File: config.mk
export PLATFORM = sky130hd
export DESIGN_NAME = d_tile_miss_queue
export DESIGN_NICKNAME = d
export VERILOG_FILES = /design/src/rtl/d_tile_miss_queue.sv
export SDC_FILE = /design/constraint.sdc
export NUM_CORES = 1
export LEC_CHECK = 0
export ABC_CLOCK_PERIOD_IN_PS = 6450
export CORE_MARGIN = 10
export CORE_UTILIZATION = 35
export DETAILED_ROUTE_END_ITERATION = 7
export DONT_BUFFER_PORTS = 1
export GPL_ROUTABILITY_DRIVEN = 0
export SYNTH_ARGS = -nofsm -noshare
export SYNTH_HDL_FRONTEND = slang
export SYNTH_SLANG_ARGS = --single-unit
File: constraint.sdc
create_clock -name clk -period 6.45 [get_ports clk]
set_clock_uncertainty 0.15 [all_clocks]
set_input_delay 0.645 -clock clk [delete_from_list [all_inputs] [get_ports clk]]
set_output_delay 0.645 -clock clk [all_outputs]
set_load 0.005 [all_outputs]
File: src/rtl/d_tile_miss_queue.sv
`default_nettype none
// ============================================================================
// d_tile_miss_queue : D-tile L1 read-miss / writeback queue toward NUCA L2
// Revision 1.0
// ============================================================================
module d_tile_miss_queue #(
  parameter int DEPTH      = 4,
  parameter int LINE_BEATS = 8,
  parameter int ADDR_WIDTH = 32
) (
  input  logic                          clk,
  input  logic                          rst,
  input  logic                          dt_read_req,
  input  logic                          dt_write_req,
  input  logic [ADDR_WIDTH-1:0]         dt_addr,
  input  logic [63:0]                   dt_wb_data,
  output logic                          dt_req_ready,
  output logic                          net_req_valid,
  input  logic                          net_req_ready,
  output logic                          net_req_write,
  output logic [ADDR_WIDTH-1:0]         net_req_addr,
  output logic [63:0]                   net_req_data,
  input  logic                          net_rsp_valid,
  input  logic [63:0]                   net_rsp_data,
  output logic                          fill_valid,
  output logic [ADDR_WIDTH-1:0]         fill_addr,
  output logic [$clog2(LINE_BEATS)-1:0] fill_beat,
  output logic [63:0]                   fill_data,
  output logic                          fill_last,
  output logic                          busy,
  output logic                          err_unexpected
);

  localparam int PTR_W  = $clog2(DEPTH);
  localparam int CNT_W  = PTR_W + 1;
  localparam int BEAT_W = $clog2(LINE_BEATS);
  localparam int OFS    = 6;
  localparam logic [BEAT_W-1:0] LAST_BEAT = BEAT_W'(LINE_BEATS - 1);

  typedef enum logic [1:0] {IDLE, ISSUE, WAIT_FILL} state_t;

  state_t                  state;
  logic                    q_write [DEPTH];
  logic [ADDR_WIDTH-1:0]   q_addr  [DEPTH];
  logic [63:0]             q_data  [DEPTH];
  logic [PTR_W-1:0]        rd_ptr, wr_ptr, rd_slot, offs;
  logic [CNT_W-1:0]        count, n_push;
  logic [BEAT_W-1:0]       beat_cnt;
  logic                    read_hit, push_wr, push_rd, pop, issuing, rsp_take;
  logic                    drop_stale;

  assign dt_req_ready = (count <= CNT_W'(DEPTH - 2));

  always_comb begin
    read_hit = (state == WAIT_FILL) &&
               (fill_addr[ADDR_WIDTH-1:OFS] == dt_addr[ADDR_WIDTH-1:OFS]);
    offs = '0;
    for (int i = 0; i < DEPTH; i++) begin
      offs = PTR_W'(i) - rd_ptr;
      if ((CNT_W'(offs) < count) && !q_write[i] &&
          (q_addr[i][ADDR_WIDTH-1:OFS] == dt_addr[ADDR_WIDTH-1:OFS]))
        read_hit = 1'b1;
    end
  end

  assign push_wr = dt_req_ready && dt_write_req;
  assign push_rd = dt_req_ready && dt_read_req && !read_hit;
  assign n_push  = CNT_W'(push_wr) + CNT_W'(push_rd);
  assign rd_slot = push_wr ? wr_ptr + PTR_W'(1) : wr_ptr;
  assign issuing = (state == ISSUE);
  assign pop     = issuing && net_req_ready;

  // Entry storage carries no reset; validity is tracked purely by count.
  always_ff @(posedge clk) begin
    if (push_wr) begin
      q_write[wr_ptr] <= 1'b1;
      q_addr[wr_ptr]  <= dt_addr;
      q_data[wr_ptr]  <= dt_wb_data;
    end
    if (push_rd) begin
      q_write[rd_slot] <= 1'b0;
      q_addr[rd_slot]  <= {dt_addr[ADDR_WIDTH-1:OFS], {OFS{1'b0}}};
      q_data[rd_slot]  <= 64'h0;
    end
  end

  always_ff @(posedge clk or posedge rst) begin
    if (rst) begin
      rd_ptr <= '0;
      wr_ptr <= '0;
      count  <= '0;
    end else begin
      wr_ptr <= wr_ptr + PTR_W'(n_push);
      if (pop) rd_ptr <= rd_ptr + PTR_W'(1);
      count <= count + n_push - CNT_W'(pop);
    end
  end

  // Beats seen right after reset belong to an aborted fill; drop them silently
  // until the network goes quiet for one cycle.
  assign rsp_take = (state == WAIT_FILL) && net_rsp_valid && !drop_stale;

  always_ff @(posedge clk or posedge rst) begin
    if (rst) begin
      state          <= IDLE;
      beat_cnt       <= '0;
      fill_addr      <= '0;
      err_unexpected <= 1'b0;
      drop_stale     <= 1'b1;
    end else begin
      if (!net_rsp_valid) drop_stale <= 1'b0;
      if (net_rsp_valid && (state != WAIT_FILL) && !drop_stale)
        err_unexpected <= 1'b1;
      case (state)
        IDLE: begin
          if (count != '0) state <= ISSUE;
        end
        ISSUE: begin
          if (net_req_ready) begin
            if (q_write[rd_ptr]) begin
              state <= IDLE;
            end else begin
              state     <= WAIT_FILL;
              fill_addr <= q_addr[rd_ptr];
              beat_cnt  <= '0;
            end
          end
        end
        WAIT_FILL: begin
          if (rsp_take) begin
            if (beat_cnt == LAST_BEAT) begin
              beat_cnt <= '0;
              state    <= IDLE;
            end else begin
              beat_cnt <= beat_cnt + BEAT_W'(1);
            end
          end
        end
        default: state <= IDLE;
      endcase
    end
  end

  assign net_req_valid = issuing;
  assign net_req_write = issuing && q_write[rd_ptr];
  assign net_req_addr  = issuing ? q_addr[rd_ptr] : '0;
  assign net_req_data  = (issuing && q_write[rd_ptr]) ? q_data[rd_ptr] : 64'h0;

  assign fill_valid = rsp_take;
  assign fill_beat  = beat_cnt;
  assign fill_data  = rsp_take ? net_rsp_data : 64'h0;
  assign fill_last  = rsp_take && (beat_cnt == LAST_BEAT);

  assign busy = (count != '0) || (state != IDLE);

endmodule
`default_nettype wire

==> metrics.yaml <==
run_status:
  status: "finished, final reports clean"
critical_path:
  critPathKind: "register to register"
  crit_buf_inv: 4
  cp.required_ns: 6.79
  startpoint: "rd_ptr[0]$_DFFE_PP0P_"
  cp-start-kind: "register"
  worst_path_largest_cell_delay_ns: 0.79
  worst_setup_path_end_kind: "register"
  crit_path_cell_trace: "buf_4, nand2_1, a21oi_1, o2111ai_1, nor4_1, nor4_2, and3_1, ha_1, inv_1, ha_1, inv_1, ha_1, inv_1, fa_1, xor2_1, xnor2_1"
  crit_path_top_delay_cell: "dfrtp_4"
  reg2reg_from: "rd_ptr[0]$_DFFE_PP0P_"
  crit_family: "adder cells"
  crit_arrival_ns: 4.99
  cp_max_fo: 31
grt:
  grt_overflow: 0
  met2_usage_pct: 31.01
  busiest_layer: "met2"
  grt_max_degree: 171
  grt_use_total_pct: 18.81
  grt_pass1_vias: 17100
  grtUsageMet3_pct: 6.543
  grt_pass1_wl_mm: 113.9
  grt_use_met1_pct: 22.37
  grt_antenna_before_repair: 1
pwr:
  switching_power_uw: 5707
  swShare_pct: 41.96
  total_power_uw: 13600
  peakVddDrop_mv: 0.3156
  sequentialPowerShare_pct: 34.2
  static-leakage-power_uw: 0.008605
  internal-power_uw: 7895
  p_comb_share_pct: 44.3
  power_density_nw_per_um2: 528.3
  clockPowerShare_pct: 21.5
sta:
  setup_ws_ns: 1.797
  fmax_mhz: 214.9
  period_share_pct: 72.15
  rsz0062_at_grt: "no"
  tns_ns: 0
  setup-violations-final: 0
  finalHoldViolations: 0
  period_needed_ns: 4.653
  slew_viol_final: 0
  slew-limit-headroom_pct: 15.84
  holdWs_ns: 0.04839
  tightest_slew_ns: 1.262
route:
  wl_mm: 77.12
  first_pass_iters: 5
  drt_first_iter_violations: 1368
  vias: 16670
  antenna_left: 0
  vias_per_cell: 5.769
  routedWlPerCell_um: 26.69
  route.detailed.drc: 0
hold_path:
  min-delay-start: "dt_wb_data[49]"
  hold_path_class: "input port to register"
floorplan:
  die_x_um: 280.3
  rows: 95
  dieArea_um2: 78540
  ioPinCount: 368
  start_util_pct: 35.30
  core_um2: 67160
  chipHeight_um: 280.3
synth:
  avgSynthCellArea_um2: 11.20
  ys_top_cells_by_area: "dfxtp_1 (24%), edfxtp_1 (13%), mux2i_1 (12%)"
  yosysTopAreaCell: "dfxtp_1"
  syn_nets: 2301
  synth_top_area_share_pct: 23.98
  synth_edf_count: 104
  syn_inst: 2116
  syn-cell-area_um2: 23710
  ys_warn_count: 0
  yosys_register_bits: 434
  netlist_top_cells_count: "dfxtp_1 (284), a21oi_2 (280), mux2i_1 (280), clkbuf_1 (131)"
  synth_most_common_cell: "dfxtp_1"
  synth_ff_type: "dfxtp_1"
  synth_cell_types: 41
  ys_seq_area_share_pct: 42.02
  async_flop_share_pct: 10.60
place:
  pre_cts_slack_ns: 1.787
  dp_hpwl_mm: 47.68
  placedInstanceArea_um2: 24030
  port_buffers: 0
clock_network:
  cts.clk_slew.worst_paths_ns: 0.06
  cts_buffer_depth: 3
  numCtsBuffers: 51
  clk_latency_ns: 0.63
  cts_tree: "done"
  cts_sinks: 434
  cts_root_buf: "clkbuf_16"
  cts_resized: 0
  h-tree-depth: 2
flow_run:
  drv_cap: 0
layout:
  drive_gt1_share_pct: 27.10
  nets: 2157
  area_delta_synth_final_pct: 8.592
  final_cell_area_um2: 25740
sequential cells by signal, summed over array words and instances (netlist names):
name and count:
drop_stale 1, count 3, q_addr 128, q_write 4
fill_addr 32, state 2, fill_beat 3, q_data 256
wr_ptr 2, err_unexpected 1, rd_ptr 2
routing by layer:
metal | part of all wire [%] | vias to the layer above
li1 | - | 7433
met1 | 39 | 8401
met2 | 48 | 697
met3 | 9.8 | 138
met4 | 3.0 | 2
met5 | 0.012 | -
area by class of cell:
cell class | count | area (um2)
Clock buffer | 76 | 1450
Fill cell | 6473 | 41410
Inverter | 18 | 67.56
Antenna cell | 2 | 5.005
Clock inverter | 20 | 252.7
Sequential cell | 434 | 9968
Multi-Input combinational cell | 1433 | 12610
Tap cell | 873 | 1092
Timing Repair Buffer | 34 | 295.3
stage by stage:
step | utilization [%] | std cells
2_1_floorplan | - | 2116
3_3_place_gp | 35.77 | 2791
3_5_place_dp | 35.77 | 2791
4_1_cts | 38.33 | 2888
5_1_grt | 38.33 | 2888
6_report | 38.33 | 2890
logic make-up after synthesis:
| family | Yosys count | share of synthesized area, % |
|---|---|---|
| buf+inv | 249 | 5.225 |
| fa+ha+maj | 19 | 1.034 |
| flops | 434 | 42.02 |
| xor+xnor | 137 | 5.061 |
| compound gates | 413 | 13.41 |
| mux | 409 | 22.56 |
| simple gates | 455 | 10.69 |
final timing paths:
kind                                              endpoint  slack, ns  cells past startpoint
min in group asynchronous         fill_beat[1]$_DFFE_PP0P_       0.56                      3
max in group asynchronous            rd_ptr[1]$_DFFE_PP0P_       4.97                      3
worst min-delay path            q_data[0][49]$_SDFFE_PP0P_       0.05                      2
worst min register to register      drop_stale$_DFFE_PP1N_       0.36                      1
worst max register to register          count[2]$_DFF_PP0_       1.80                     16
worst max-delay path                    count[2]$_DFF_PP0_       1.80                     16
cell usage in the layout, fill, tap and decap left out, types with 23 or more instances in the layout:
cell type	count
mux2i_1	280
dfrtp_1	43
dfxtp_1	284
o21ai_0	109
nand4_1	119
and2_1	98
a21oi_2	280
clkbuf_16	51
mux2_2	32
edfxtp_1	104
buf_4	30
nor4_1	23
and3_1	65
xor2_1	83
xnor2_1	54
mux4_2	97
nand2_1	119
what timing repair did:
| action | CTS | global route |
|---|---|---|
| hold buffers | 1 | 0 |
| setup buffers | 0 | 0 |
| endpoints found under the hold margin | 3 | 0 |
power groups by stage:
stage	clock network, uW	logic, uW	registers, uW
after floorplan	0	4820	4320
after global placement	0	5980	4630
after detailed placement	0	6090	4700
after CTS	3000	6100	4650
after global routing	3110	6530	4770
final	2930	6020	4650
(Power assumes the default switching activity.)
==> RTL change 1 (same settings) <==
Encoding of `state_t`: now one-hot (3 bits for 3 states).
--- a/src/rtl/d_tile_miss_queue.sv
+++ b/src/rtl/d_tile_miss_queue.sv
@@ -37,7 +37,7 @@
   localparam int OFS    = 6;
   localparam logic [BEAT_W-1:0] LAST_BEAT = BEAT_W'(LINE_BEATS - 1);
 
-  typedef enum logic [1:0] {IDLE, ISSUE, WAIT_FILL} state_t;
+  typedef enum logic [2:0] {IDLE = 3'b001, ISSUE = 3'b010, WAIT_FILL = 3'b100} state_t;
 
   state_t                  state;
   logic                    q_write [DEPTH];
Behaviour: no difference found for any inputs over 4 cycles, from zero or initial values and one cycle with rst high; so few cycles prove little.
==> RTL change 1 against the unedited design <==
  * Critical path depth fell by 8
  * Cell area fell by 0.50%
  * Setup slack got worse by 0.085 ns
  * Total power fell by 3.3%
  * Via count rose by 0.79%
  * Count of clock-buffer cells in the layout rose by 3
  * Maximum frequency fell by 1.8%
  * Synthesized area barely moved
  * Sequential cell count rose by 1
  * Wire length rose by 0.33%
  * Cell count barely moved
  * Largest power group unchanged
==> RTL change 1: results (changes against the unedited design) <==
metric,value,unit,change
outcome,"complete, no violations",,unchanged
TritonRoute pass-1 iters,6,,was 5
Synth Area in XOR/XNOR,5.06,%,about the same
Worst VDD drop,307,uV,was 316 uV
crit-path leading delay family,compound AO/OA/AOI/OAI gates,,was adder cells
DR WL met2,36900,um,was 37300 um
DR vias,16800,,was 16700
fraction of area in multi-input gates,49.3,%,was 49.0%
Synth Net Count,2307,,was 2301
Cell variety after synth,40,,was 41
dpl cells,2793,,was 2791
filler cell count,6501,,was 6473
non-clock buffer count,29,,was 34
Synth area leaders,"dfxtp_1, edfxtp_1, mux2i_1, a21oi_2, mux4_2",,unchanged
Seq/total area,39.0,%,was 38.7%
DP Area,24000,um^2,about the same
area occupied by multi-input gates,12600,um^2,about the same
Max stage delay on crit path,1.04,ns,was 0.79 ns
DR iter-0 viols,1509,,was 1368
initial antenna violation count,8,,was 1
pre-CTS setup slack,1.59,ns,was 1.79 ns
ys async rst share,10.8,%,was 10.6%
mux cell area share after synthesis,22.7,%,was 22.6%
global-route wire length before repair,113000,um,was 114000 um
M3 GR Usage,6.28,%,was 6.54%
final layout net count,2154,,was 2157
Num CTS Buffers,50,,was 51
Adder-Cell Fraction of Synth Area,0.877,%,was 1.03%
RTL change 1: cell types whose count changed after synthesis, sizes merged, moves of 3 or more:
| cell | delta |
|---|---|
| nor2 | +7 |
| nand3 | +4 |
| and3 | +65 |
| buf | -20 |
| clkbuf | +23 |
| ha | -3 |
| nor3 | +3 |
| inv | -3 |
| and2 | -64 |
RTL change 1: worst paths after layout:
path	startpoint	end	slack, ns
worst max-delay path	rd_ptr[1]	q_addr[1][9]	1.71
worst min-delay path	net_rsp_valid	drop_stale	0.03
worst max register to register	rd_ptr[1]	q_addr[1][9]	1.71
worst min register to register	drop_stale	drop_stale	0.36
max in group asynchronous	rst	rd_ptr[0]	5.34
min in group asynchronous	rst	fill_addr[0]	0.04
RTL change 1: where the power goes:
group          internal [uW]  switching [uW]  leakage [uW]
Clock                   1600            1180      0.000777
Sequential              3900             756       0.00395
Combinational           2180            3540       0.00401
Total                   7680            5470       0.00874
==> RTL change 2 (same flow settings) <==
Without the edit above. `ADDR_WIDTH`: 32 -> 64.
--- a/src/rtl/d_tile_miss_queue.sv
+++ b/src/rtl/d_tile_miss_queue.sv
@@ -6,7 +6,7 @@
 module d_tile_miss_queue #(
   parameter int DEPTH      = 4,
   parameter int LINE_BEATS = 8,
-  parameter int ADDR_WIDTH = 32
+  parameter int ADDR_WIDTH = 64
 ) (
   input  logic                          clk,
   input  logic                          rst,
Interface: changed (resized dt_addr, fill_addr and net_req_addr); port bits go from 368 to 464. The function was not compared with the original's and may differ.
==> RTL change 2 against the unedited design <==
  * The run now ends with capacitance limit, slew limit left
  * Total power is 35% higher
  * Setup slack worse by 0.42 ns
  * Sequential cell count is 160 higher
  * Cell area is 43% higher
  * Sequential power is 43% higher
  * Count of clock-buffer cells in the layout is 33 higher
  * Synthesized area is 42% higher
  * Core utilization is 0.24 points higher
  * Wire length is 72% higher
  * Via count is 54% higher
  * Critical path depth is 1 lower
  * Clock power is 39% higher
  * Largest cell class unchanged
==> RTL change 2: results (changes against the unedited design) <==
metric,value,unit,change
outcome,finished with violations,,"was complete, no violations"
violated checks,"capacitance limit, slew limit",,
initial antenna violation count,8,,was 1
mux cell area share after synthesis,19.0,%,was 22.6%
peak fanout along the critical path,6,,was 31
Synth Net Count,3171,,was 2301
dpl cells,3912,,was 2791
max-cap viol count,1,,was 0
layout cell share with drive strength beyond 1,22.3,%,was 27.1%
largest registers,"q_addr x256, q_data x256, fill_addr x64",,"was q_data x256, q_addr x128, fill_addr x32"
M3 GR Usage,11.0,%,was 6.54%
largest net degree at the start of global routing,233,,was 171
Synth Area in XOR/XNOR,5.51,%,was 5.06%
pre-CTS setup slack,1.61,ns,was 1.79 ns
WL/cell,32.5,um,was 26.7 um
Max Clock Freq,0.197,GHz,was 0.215 GHz
Synth Area in Compound Gates,14.1,%,was 13.4%
ys async rst share,13.1,%,was 10.6%
DRT Wirelength,133000,um,was 77100 um
HP Start,dt_wb_data[29],,was dt_wb_data[49]
vias in the first global route,24500,,was 17100
Num CTS Buffers,72,,was 51
Adder-Cell Fraction of Synth Area,0.727,%,was 1.03%
met2 Track Usage GR,34.9,%,was 31.0%
Post-synth EDFFs,232,,was 104
DP HPWL,86100,um,was 47700 um
DR iter-0 viols,3476,,was 1368
CP Data Arrival Time,5.44,ns,was 4.99 ns
Cell variety after synth,49,,was 41
Total GRT Usage,23.1,%,was 18.8%
Mean Syn Cell Area,11.4,um^2,was 11.2 um^2
worst reg-to-reg path cell count,15,,was 16
Synth area leaders,"edfxtp_1, dfxtp_1, mux4_2, mux2i_1, a21oi_2",,"was dfxtp_1, edfxtp_1, mux2i_1, a21oi_2, mux4_2"
RR Startpoint,q_addr[0][25],,was rd_ptr[0]
cts hold-fix bufs,36,,was 1
DR vias,25600,,was 16700
P_leak,0.0121,uW,was 0.00861 uW
met1 GRT Util,28.0,%,was 22.4%
clk_lat worst skew,0.65,ns,was 0.63 ns
relative slew slack,-2.26,%,was 15.8%
post-synthesis sequential area ratio,43.3,%,was 42.0%
Worst VDD drop,389,uV,was 316 uV
final slew viol count,2,,was 0
H-Tree Depth,3,,was 2
RTL change 2: routing by layer:
layer	vias up	wire [um]
met2	1630	59300
met3	326	18700
met5	-	34
li1	10900	-
met1	12800	48800
met4	6	6170
RTL change 2: critical path: stages (launching register included):
cell and delay (ns):
edfxtp_1 0.41, xor2_1 0.24, nor4_1 1.28, nand4_1 0.21, nor4_1 0.67, nand2_4 0.18
and3_1 0.23, ha_1 0.30, inv_1 0.05, ha_1 0.27, inv_1 0.06, ha_1 0.14
inv_1 0.06, fa_1 0.42, xor2_1 0.16, xnor2_1 0.13
RTL change 2: layout make-up:
| cell class | count | area (um^2) | area share [%] |
|---|---|---|---|
| Multi-Input combinational cell | 1940 | 17200 | 46.8 |
| Tap cell | 1265 | 1580 | 4.31 |
| Sequential cell | 594 | 14600 | 39.8 |
| Inverter | 71 | 269 | 0.732 |
| Clock buffer | 109 | 2070 | 5.64 |
| Clock inverter | 23 | 258 | 0.701 |
| Antenna cell | 7 | 17.5 | 0.0477 |
| Timing Repair Buffer | 78 | 738 | 2.01 |
RTL change 2: how the worst max path moves through the flow:
| stage | start | end | cells after the start |
|---|---|---|---|
| 2_1_floorplan | rd_ptr[0] | count[2] | 23 |
| 3_3_place_gp | dt_addr[44] | count[2] | 16 |
| 3_5_place_dp | dt_addr[28] | count[2] | 15 |
| 4_1_cts | rd_ptr[0] | net_req_data[62] | 4 |
| 5_1_grt | rd_ptr[0] | net_req_data[37] | 4 |
| 6_report | q_addr[0][25] | count[2] | 15 |
RTL change 2: report_power, final:
part / internal [uW] / switching, uW / total, uW
clock: 2330 / 1750 / 4080
combinational: 2920 / 4670 / 7590
sequential: 5480 / 1160 / 6640
total: 10700 / 7590 / 18300
RTL change 2: cells by family (layout without fill, tap and decap cells):
logic type	after synthesis	in the layout
other	0	7
muxes	471	471
and+or+nand+nor	625	625
xor gates and xnor gates	212	212
buffers and inverters	420	281
adders and majority gates	19	19
AOI/OAI and AO/OA	613	613
DFF	594	594
RTL change 2: metrics by stage:
stage	hold WS (ns)	total power (uW)
finish	0.0250	18300
global route	0.00374	19100
CTS	0.0000324	18300
detailed placement	0.354	14200
global placement	0.345	14100
floorplan	0.315	11400
